## config.mk

```make
export PLATFORM = sky130hd
export DESIGN_NAME = sample_strobe_gen_flat
export DESIGN_NICKNAME = d
export VERILOG_FILES = /design/src/rtl/sample_strobe_gen_if.sv /design/src/rtl/sample_strobe_gen.sv /design/src/flat_wrapper.sv
export SDC_FILE = /design/constraint.sdc
export NUM_CORES = 1
export LEC_CHECK = 0
export ABC_AREA = 1
export BUFFER_PORTS_ARGS = -buffer_cell sky130_fd_sc_hd__buf_2
export CAP_MARGIN = 10
export CORE_ASPECT_RATIO = 0.6
export CORE_UTILIZATION = 60
export DETAILED_ROUTE_END_ITERATION = 7
export GPL_TIMING_DRIVEN = 0
export PLACE_DENSITY = 0.77
export REMOVE_ABC_BUFFERS = 1
export SLEW_MARGIN = 20
export SYNTH_ARGS = -nofsm -noshare
export SYNTH_HDL_FRONTEND = slang
export SYNTH_SLANG_ARGS = --single-unit
```

## constraint.sdc

```tcl
create_clock -name clk -period 2 [get_ports clk]
set_input_delay 0.1 -clock clk [delete_from_list [all_inputs] [get_ports clk]]
set_output_delay 0.1 -clock clk [all_outputs]
set_load 0.05 [all_outputs]
```

## src/rtl/sample_strobe_gen_if.sv

```systemverilog
// ---------------------------------------------------------------------------
// sample_strobe_gen_if
//
// Groups the request/data inputs and the strobe/status outputs of
// sample_strobe_gen into one bundle. Clock and reset stay plain ports on the
// modules that use this interface.
//
// Signals:
//   sample_req   level request to take one qualified sample
//   din_raw      raw asynchronous data bit
//   enable       one-cycle strobe towards the downstream sampling register
//   a            qualified data bit, held between strobes
//   busy         high while the generator is not idle
//   err_overrun  sticky: a request arrived while busy
//   err_timeout  sticky: qualification gave up without a stable value
//
// Modports:
//   master  the requesting side (drives sample_req/din_raw)
//   slave   the strobe generator itself
// ---------------------------------------------------------------------------
interface sample_strobe_gen_if;

  logic sample_req;
  logic din_raw;
  logic enable;
  logic a;
  logic busy;
  logic err_overrun;
  logic err_timeout;

  modport master (
    output sample_req,
    output din_raw,
    input  enable,
    input  a,
    input  busy,
    input  err_overrun,
    input  err_timeout
  );

  modport slave (
    input  sample_req,
    input  din_raw,
    output enable,
    output a,
    output busy,
    output err_overrun,
    output err_timeout
  );

endinterface

```

## src/rtl/sample_strobe_gen.sv

```systemverilog
// ---------------------------------------------------------------------------
// sample_strobe_gen
//
// Upstream stage of the enable-gated sampling register. A raw asynchronous
// data bit is brought into the clk domain through a two-flop synchroniser,
// then, once a request is seen, it must hold the same value for
// STABLE_CYCLES consecutive synchronised samples before a single-cycle
// `enable` strobe is issued together with the qualified value on `a`.
// After every strobe the block idles for HOLDOFF_CYCLES cycles so that
// strobes are always spaced out. Requests that arrive while busy are
// dropped and flagged; a qualification that never settles is abandoned
// after TIMEOUT_CYCLES and flagged.
//
// Parameters:
//   STABLE_CYCLES   equal synchronised samples needed (1..255)
//   HOLDOFF_CYCLES  idle cycles forced after each strobe (0..255)
//   TIMEOUT_CYCLES  cycle limit for qualification (> STABLE_CYCLES, <= 255)
//
// Ports:
//   clk    single clock, all state on the rising edge
//   rst_n  asynchronous active-low reset, clears every flop
//   bus    sample_strobe_gen_if slave modport (request, data, strobe, flags)
// ---------------------------------------------------------------------------
module sample_strobe_gen #(
  parameter int STABLE_CYCLES  = 4,
  parameter int HOLDOFF_CYCLES = 2,
  parameter int TIMEOUT_CYCLES = 32
) (
  input  logic                clk,
  input  logic                rst_n,
  sample_strobe_gen_if.slave  bus
);

  // Counter compare values, pre-computed at 8 bits. When HOLDOFF_CYCLES is 0
  // HOLD_LAST wraps to 255, but HOLDOFF is never entered in that case.
  localparam logic [7:0] STABLE_LAST  = 8'(STABLE_CYCLES - 1);
  localparam logic [7:0] HOLD_LAST    = 8'(HOLDOFF_CYCLES - 1);
  localparam logic [7:0] TIMEOUT_LAST = 8'(TIMEOUT_CYCLES - 1);
  localparam bit         SINGLE_SAMPLE = (STABLE_CYCLES == 1);
  localparam bit         NO_HOLDOFF    = (HOLDOFF_CYCLES == 0);

  typedef enum logic [1:0] {
    IDLE    = 2'd0,
    QUALIFY = 2'd1,
    STROBE  = 2'd2,
    HOLDOFF = 2'd3
  } state_t;

  state_t     state;
  state_t     state_nxt;

  logic       din_s1;
  logic       din_sync;

  logic [7:0] cnt;
  logic [7:0] cnt_nxt;
  logic [7:0] tcnt;
  logic [7:0] tcnt_nxt;
  logic [7:0] hcnt;
  logic [7:0] hcnt_nxt;
  logic       cand;
  logic       cand_nxt;

  logic       qualified;
  logic       timeout_hit;
  logic       overrun_hit;
  logic       strobe_entry;

  logic       enable_q;
  logic       a_q;
  logic       err_overrun_q;
  logic       err_timeout_q;

  // Two-flop synchroniser for the asynchronous data input. Everything that
  // decides stability looks only at din_sync, never at din_raw, so the
  // qualification logic sees a clean signal two cycles late.
  always_ff @(posedge clk or negedge rst_n) begin
    if (!rst_n) begin
      din_s1   <= 1'b0;
      din_sync <= 1'b0;
    end else begin
      din_s1   <= bus.din_raw;
      din_sync <= din_s1;
    end
  end

  // State register. Because reset is asynchronous the FSM drops back to
  // IDLE the moment rst_n falls, even in the middle of QUALIFY or STROBE.
  always_ff @(posedge clk or negedge rst_n) begin
    if (!rst_n) begin
      state <= IDLE;
    end else begin
      state <= state_nxt;
    end
  end

  // Counter and candidate registers. Their next values are worked out in
  // the next-state block below so that the FSM and its counters always move
  // together from a single decision.
  always_ff @(posedge clk or negedge rst_n) begin
    if (!rst_n) begin
      cnt  <= 8'd0;
      tcnt <= 8'd0;
      hcnt <= 8'd0;
      cand <= 1'b0;
    end else begin
      cnt  <= cnt_nxt;
      tcnt <= tcnt_nxt;
      hcnt <= hcnt_nxt;
      cand <= cand_nxt;
    end
  end

  // Next-state and counter logic.
  //
  // IDLE takes the current synchronised value as the first candidate sample
  // (cnt=1) on a request. QUALIFY restarts the stability count whenever the
  // sample differs from the candidate, and declares success when the
  // STABLE_CYCLES-th equal sample arrives. The timeout counter runs in
  // parallel; if the limit is reached on the very cycle that qualifies, the
  // strobe still goes out and no timeout is recorded. STROBE lasts exactly
  // one cycle, then HOLDOFF counts hcnt from 0 up to HOLDOFF_CYCLES-1.
  always_comb begin
    state_nxt   = state;
    cnt_nxt     = cnt;
    tcnt_nxt    = tcnt;
    hcnt_nxt    = hcnt;
    cand_nxt    = cand;
    qualified   = 1'b0;
    timeout_hit = 1'b0;

    case (state)
      IDLE: begin
        if (bus.sample_req) begin
          cand_nxt = din_sync;
          cnt_nxt  = 8'd1;
          tcnt_nxt = 8'd1;
          if (SINGLE_SAMPLE) begin
            state_nxt = STROBE;
          end else begin
            state_nxt = QUALIFY;
          end
        end
      end

      QUALIFY: begin
        tcnt_nxt = tcnt + 8'd1;
        if (din_sync != cand) begin
          cand_nxt = din_sync;
          cnt_nxt  = 8'd1;
        end else if (cnt == STABLE_LAST) begin
          qualified = 1'b1;
          state_nxt = STROBE;
        end else begin
          cnt_nxt = cnt + 8'd1;
        end
        if (!qualified && (tcnt == TIMEOUT_LAST)) begin
          timeout_hit = 1'b1;
          state_nxt   = IDLE;
        end
      end

      STROBE: begin
        if (NO_HOLDOFF) begin
          state_nxt = IDLE;
        end else begin
          hcnt_nxt  = 8'd0;
          state_nxt = HOLDOFF;
        end
      end

      HOLDOFF: begin
        if (hcnt == HOLD_LAST) begin
          state_nxt = IDLE;
        end else begin
          hcnt_nxt = hcnt + 8'd1;
        end
      end

      default: begin
        state_nxt = IDLE;
      end
    endcase
  end

  // Event decodes feeding the output registers. A request is only ever
  // accepted in IDLE; in any other state it is dropped and counted as an
  // overrun. STROBE is never re-entered from itself, so "next state is
  // STROBE" marks exactly the entry edge.
  always_comb begin
    overrun_hit  = bus.sample_req && (state != IDLE);
    strobe_entry = (state_nxt == STROBE);
  end

  // Registered outputs. `enable` is high only for the single cycle spent in
  // STROBE, and `a` is loaded only on that same edge, so the downstream
  // register always sees a value that was stable when it was strobed and
  // keeps seeing it until the next strobe. The error flags are sticky and
  // only rst_n clears them.
  always_ff @(posedge clk or negedge rst_n) begin
    if (!rst_n) begin
      enable_q      <= 1'b0;
      a_q           <= 1'b0;
      err_overrun_q <= 1'b0;
      err_timeout_q <= 1'b0;
    end else begin
      enable_q <= strobe_entry;
      if (strobe_entry) begin
        a_q <= cand_nxt;
      end
      if (overrun_hit) begin
        err_overrun_q <= 1'b1;
      end
      if (timeout_hit) begin
        err_timeout_q <= 1'b1;
      end
    end
  end

  // Drive the interface. busy is a pure decode of the registered state, so
  // it falls together with the asynchronous reset.
  assign bus.enable      = enable_q;
  assign bus.a           = a_q;
  assign bus.busy        = (state != IDLE);
  assign bus.err_overrun = err_overrun_q;
  assign bus.err_timeout = err_timeout_q;

`ifndef SYNTHESIS
  // The strobe is a single-cycle pulse; two back-to-back enables would mean
  // the FSM skipped its hold-off or re-entered STROBE.
  assert property (@(posedge clk) disable iff (!rst_n) enable_q |=> !enable_q);

  // The qualified data bit may only move on the edge that raises enable.
  assert property (@(posedge clk) disable iff (!rst_n) $changed(a_q) |-> enable_q);
`endif

endmodule

```

## src/flat_wrapper.sv

```systemverilog
// flat-port wrapper written by rule: the top's interface ports become plain ports
module sample_strobe_gen_flat 
#(
  parameter int STABLE_CYCLES  = 4,
  parameter int HOLDOFF_CYCLES = 2,
  parameter int TIMEOUT_CYCLES = 32
)
  (clk, rst_n, bus_sample_req, bus_din_raw, bus_enable, bus_a, bus_busy, bus_err_overrun, bus_err_timeout);
  sample_strobe_gen_if bus_i ();
  input  logic clk;
  input  logic rst_n;
  input wire logic [$bits(bus_i.sample_req)-1:0] bus_sample_req;
  input wire logic [$bits(bus_i.din_raw)-1:0] bus_din_raw;
  output wire logic [$bits(bus_i.enable)-1:0] bus_enable;
  output wire logic [$bits(bus_i.a)-1:0] bus_a;
  output wire logic [$bits(bus_i.busy)-1:0] bus_busy;
  output wire logic [$bits(bus_i.err_overrun)-1:0] bus_err_overrun;
  output wire logic [$bits(bus_i.err_timeout)-1:0] bus_err_timeout;
  assign bus_i.sample_req = bus_sample_req;
  assign bus_i.din_raw = bus_din_raw;
  assign bus_enable = bus_i.enable;
  assign bus_a = bus_i.a;
  assign bus_busy = bus_i.busy;
  assign bus_err_overrun = bus_i.err_overrun;
  assign bus_err_timeout = bus_i.err_timeout;
  sample_strobe_gen #(.STABLE_CYCLES(STABLE_CYCLES), .HOLDOFF_CYCLES(HOLDOFF_CYCLES), .TIMEOUT_CYCLES(TIMEOUT_CYCLES)) u_core (.clk(clk), .rst_n(rst_n), .bus(bus_i));
endmodule
```

==> impl_results.md <==
- Clk network pwr share: 0.193
- TNS Setup: 0 ps
- Count of pins over their slew limit: 0
- Total gr overflow: 0
- Die height: 44.40 um
- Register Area: 825.8 um2
- DRT antenna net count: 0
- Most frequent cells in the layout: nand2_1, dfrtp_1, inv_1
- Most common cell after layout, fill and taps aside: nand2_1
- Switching share of total power: 0.4532
- Required time worst endpoint: 2180 ps
- Clk slew on worst S/H paths: 70 ps
- Critical Path AT: 1980 ps
- Slew HR: 0.5195
- DRC: 0
- Sequential area share after synthesis: 0.4593
- Multi-input logic area: 839.6 um2
- Fmax: 555.7 MHz
- H-Tree Depth: 2
- Clock buffer depth: 2
- Clk Latency, worst-skew pair: 290 ps
- Clk sinks: 33
- Root Buffer: clkbuf_8
- Number of global-route vias before repair: 1,415
- Peak VDD IR: 0.9076 mV
- Setup bufs post-CTS: 0
- Post-Syn Instances: 220
- TritonCTS clock tree: yes
- Critical Path End Type: register
- Area grow syn2layout: 9.603%
- HPWL Detailed: 2.747 mm
- LEAKAGE: 1.006 nW
- Hold endpoint: u_core.bus.err_overrun
- WHS Path Cells: 2
- Placer Congestion: 0.7874
- Outcome: finished, final reports clean
- Vias per cell: 5.538
- Dpl cells: 265
- Logic pwr share: 0.420
- Reg power frac: 0.387
- Slowest stage delay, CP: 490 ps
- RSZ-0062 raised after global routing: no
- Startpoint types: register
- Pwr dens: 1262 nW/um2
- Largest net degree at the start of global routing: 34
- Setup-failing EPs final: 0
- Core region area: 2663 um2
- Global-route wire length before repair: 6.437 mm
- R2R Path End: u_core.cnt[1]
- FF-to-FF Start: u_core.cand
- Crit-path cells: inv_1 > ha_1 > nand4_2 > o21ai_4 > nand2_4 > nand3_1 > nand2_1
- Starting Density: 0.6753
- Resized cells post-CTS: 0
- Worst Tran Pin Value: 720.7 ps
- Power, Total: 2.486 mW
- Sw Pwr: 1.127 mW
- Syn. warnings: 0
- Setup CP Type: register to register
- Layout cell share with drive strength beyond 1: 0.1489
- Die Area: 3227 um2
- MaxCap Viol Count: 0
- N_diodes: 0
- I/O Pins: 9
- Flops & latches, synth: 33
- Syn avg cell area: 8.173 um2
- Min-Delay Path Class: primary input to register
- CTS Buf Count: 5
- Overall Global Routing Usage: 0.2764
- Crit path time final: 1800 ps
- DR WL/cell: 13.91 um
- Clock Skew: 12.44 ps
- # rows: 14
- Worst reg2reg path depth: 7
- CP max stage cell: ha_1
- R2R setup slack: 200 ps
- Pre-CTS setup slack: 245.7 ps
- I/O Buffers: 8
- Critical path peak fanout: 8
- Min setup slack post-route: 200.3 ps
- Drt pass-1 iters: 4
- Final wirelength: 3.824 mm
- Post-Syn Area: 1798 um2
- Period utilisation layout: 0.8998
- Initial antenna violation count: 0
- Cell variety after synth: 31
- Worst hold start: bus_sample_req
- Die width: 72.67 um
- Fill cell count: 210
- Hold Fails Final Rpt: 0
- Final nets: 244
- Final std cells w/o fill: 275
- Detailed-route via count: 1,523
- Initial DRC Count: 123
- Pint: 1.359 mW
-- synthesized netlist by cell type (all sizes together) --
cell / number / share of area
o21ai: 16 / 0.053
and2: 1 / 0.0035
inv: 30 / 0.063
xor2: 4 / 0.019
buf: 3 / 0.011
o22ai: 1 / 0.0035
nand3: 26 / 0.078
ha: 6 / 0.042
or2: 3 / 0.010
nand4: 12 / 0.045
nand2: 55 / 0.12
a22o: 1 / 0.0049
nor2: 20 / 0.049
a21oi: 2 / 0.0056
dfrtp: 33 / 0.46
o21bai: 3 / 0.015
o31ai: 1 / 0.0042
a21o: 1 / 0.0042
nor3: 2 / 0.0056
-- flip-flops by register name, indices dropped and copies added, names as in the netlist --
| name | flops |
|---|---|
| u_core.cnt | 8 |
| u_core.din_sync | 1 |
| u_core.cand | 1 |
| u_core.tcnt | 8 |
| u_core.state | 2 |
| u_core.din_s1 | 1 |
| u_core.bus.err_overrun | 1 |
| u_core.hcnt | 8 |
| u_core.bus.enable | 1 |
| u_core.bus.a | 1 |
| u_core.bus.err_timeout | 1 |
-- cell families (layout without fill, tap and decap cells) --
kind of cell / count (synthesis) / count (layout) / synth area share
simple gates: 119 / 119 / 0.3159
flops: 33 / 33 / 0.4593
buf+inv: 33 / 48 / 0.07376
compound gates: 25 / 25 / 0.08977
fa+ha+maj: 6 / 6 / 0.04175
xor+xnor: 4 / 4 / 0.01948
-- how the worst max path moves through the flow --
stage	startpoint	to	slack (ps)	depth (start not counted)
3_5_place_dp	u_core.cand	u_core.cnt[1]	250	7
2_1_floorplan	u_core.cand	u_core.state[0]	510	7
4_1_cts	u_core.cand	u_core.cnt[1]	230	7
3_3_place_gp	u_core.cand	u_core.state[0]	320	7
5_1_grt	u_core.cand	u_core.state[0]	90	7
6_report	u_core.cand	u_core.cnt[1]	200	7
-- layer usage --
layer / global-route usage / vias up / wire length (um)
met1: 0.3812 / 708 / 1802
met3: 0.09795 / 6 / 267
met2: 0.4168 / 60 / 1713
met5: 0 / - / 0
met4: 0.08235 / 0 / 40
li1: - / 749 / -
-- power by group through the flow --
stage / clock network (mW) / logic (mW) / registers [mW]
3_3_place_gp: 0 / 0.977 / 0.951
2_1_floorplan: 0 / 0.721 / 0.999
4_1_cts: 0.486 / 1.04 / 0.955
6_report: 0.481 / 1.04 / 0.961
3_5_place_dp: 0 / 1.02 / 0.964
5_1_grt: 0.512 / 1.16 / 0.981
-- through the flow --
step,cell area (um2),hold WS [ps],utilization
6_report,1971,72.46,0.7401
5_1_grt,1971,79.48,0.7401
4_1_cts,1971,66.87,0.7401
3_5_place_dp,1868,192.2,0.7016
3_3_place_gp,1868,180.3,0.7016
2_1_floorplan,1778,-195.6,-
-- worst max-delay path, delay by kind of cell (launching register included) --
family,cells,cell delay (ps)
AOI/OAI and AO/OA,1,310
adders and majority gates,1,490
buffers and inverters,1,60
DFF,1,370
and+or+nand+nor,4,470
-- area by class of cell --
type | count | share of cell area
clock inverters | 2 | 0.005079
well taps | 40 | 0.02540
multi-input cells | 154 | 0.4260
repair buffers | 10 | 0.03048
inverters | 30 | 0.05714
flip-flops and latches | 33 | 0.4190
clock buffers | 6 | 0.03683
-- what timing repair did --
item	in CTS	in global routing
hold endpoints to repair	34	0
hold buffers	2	0
setup endpoints to repair	0	0
Power figures use the tool's default switching activity.
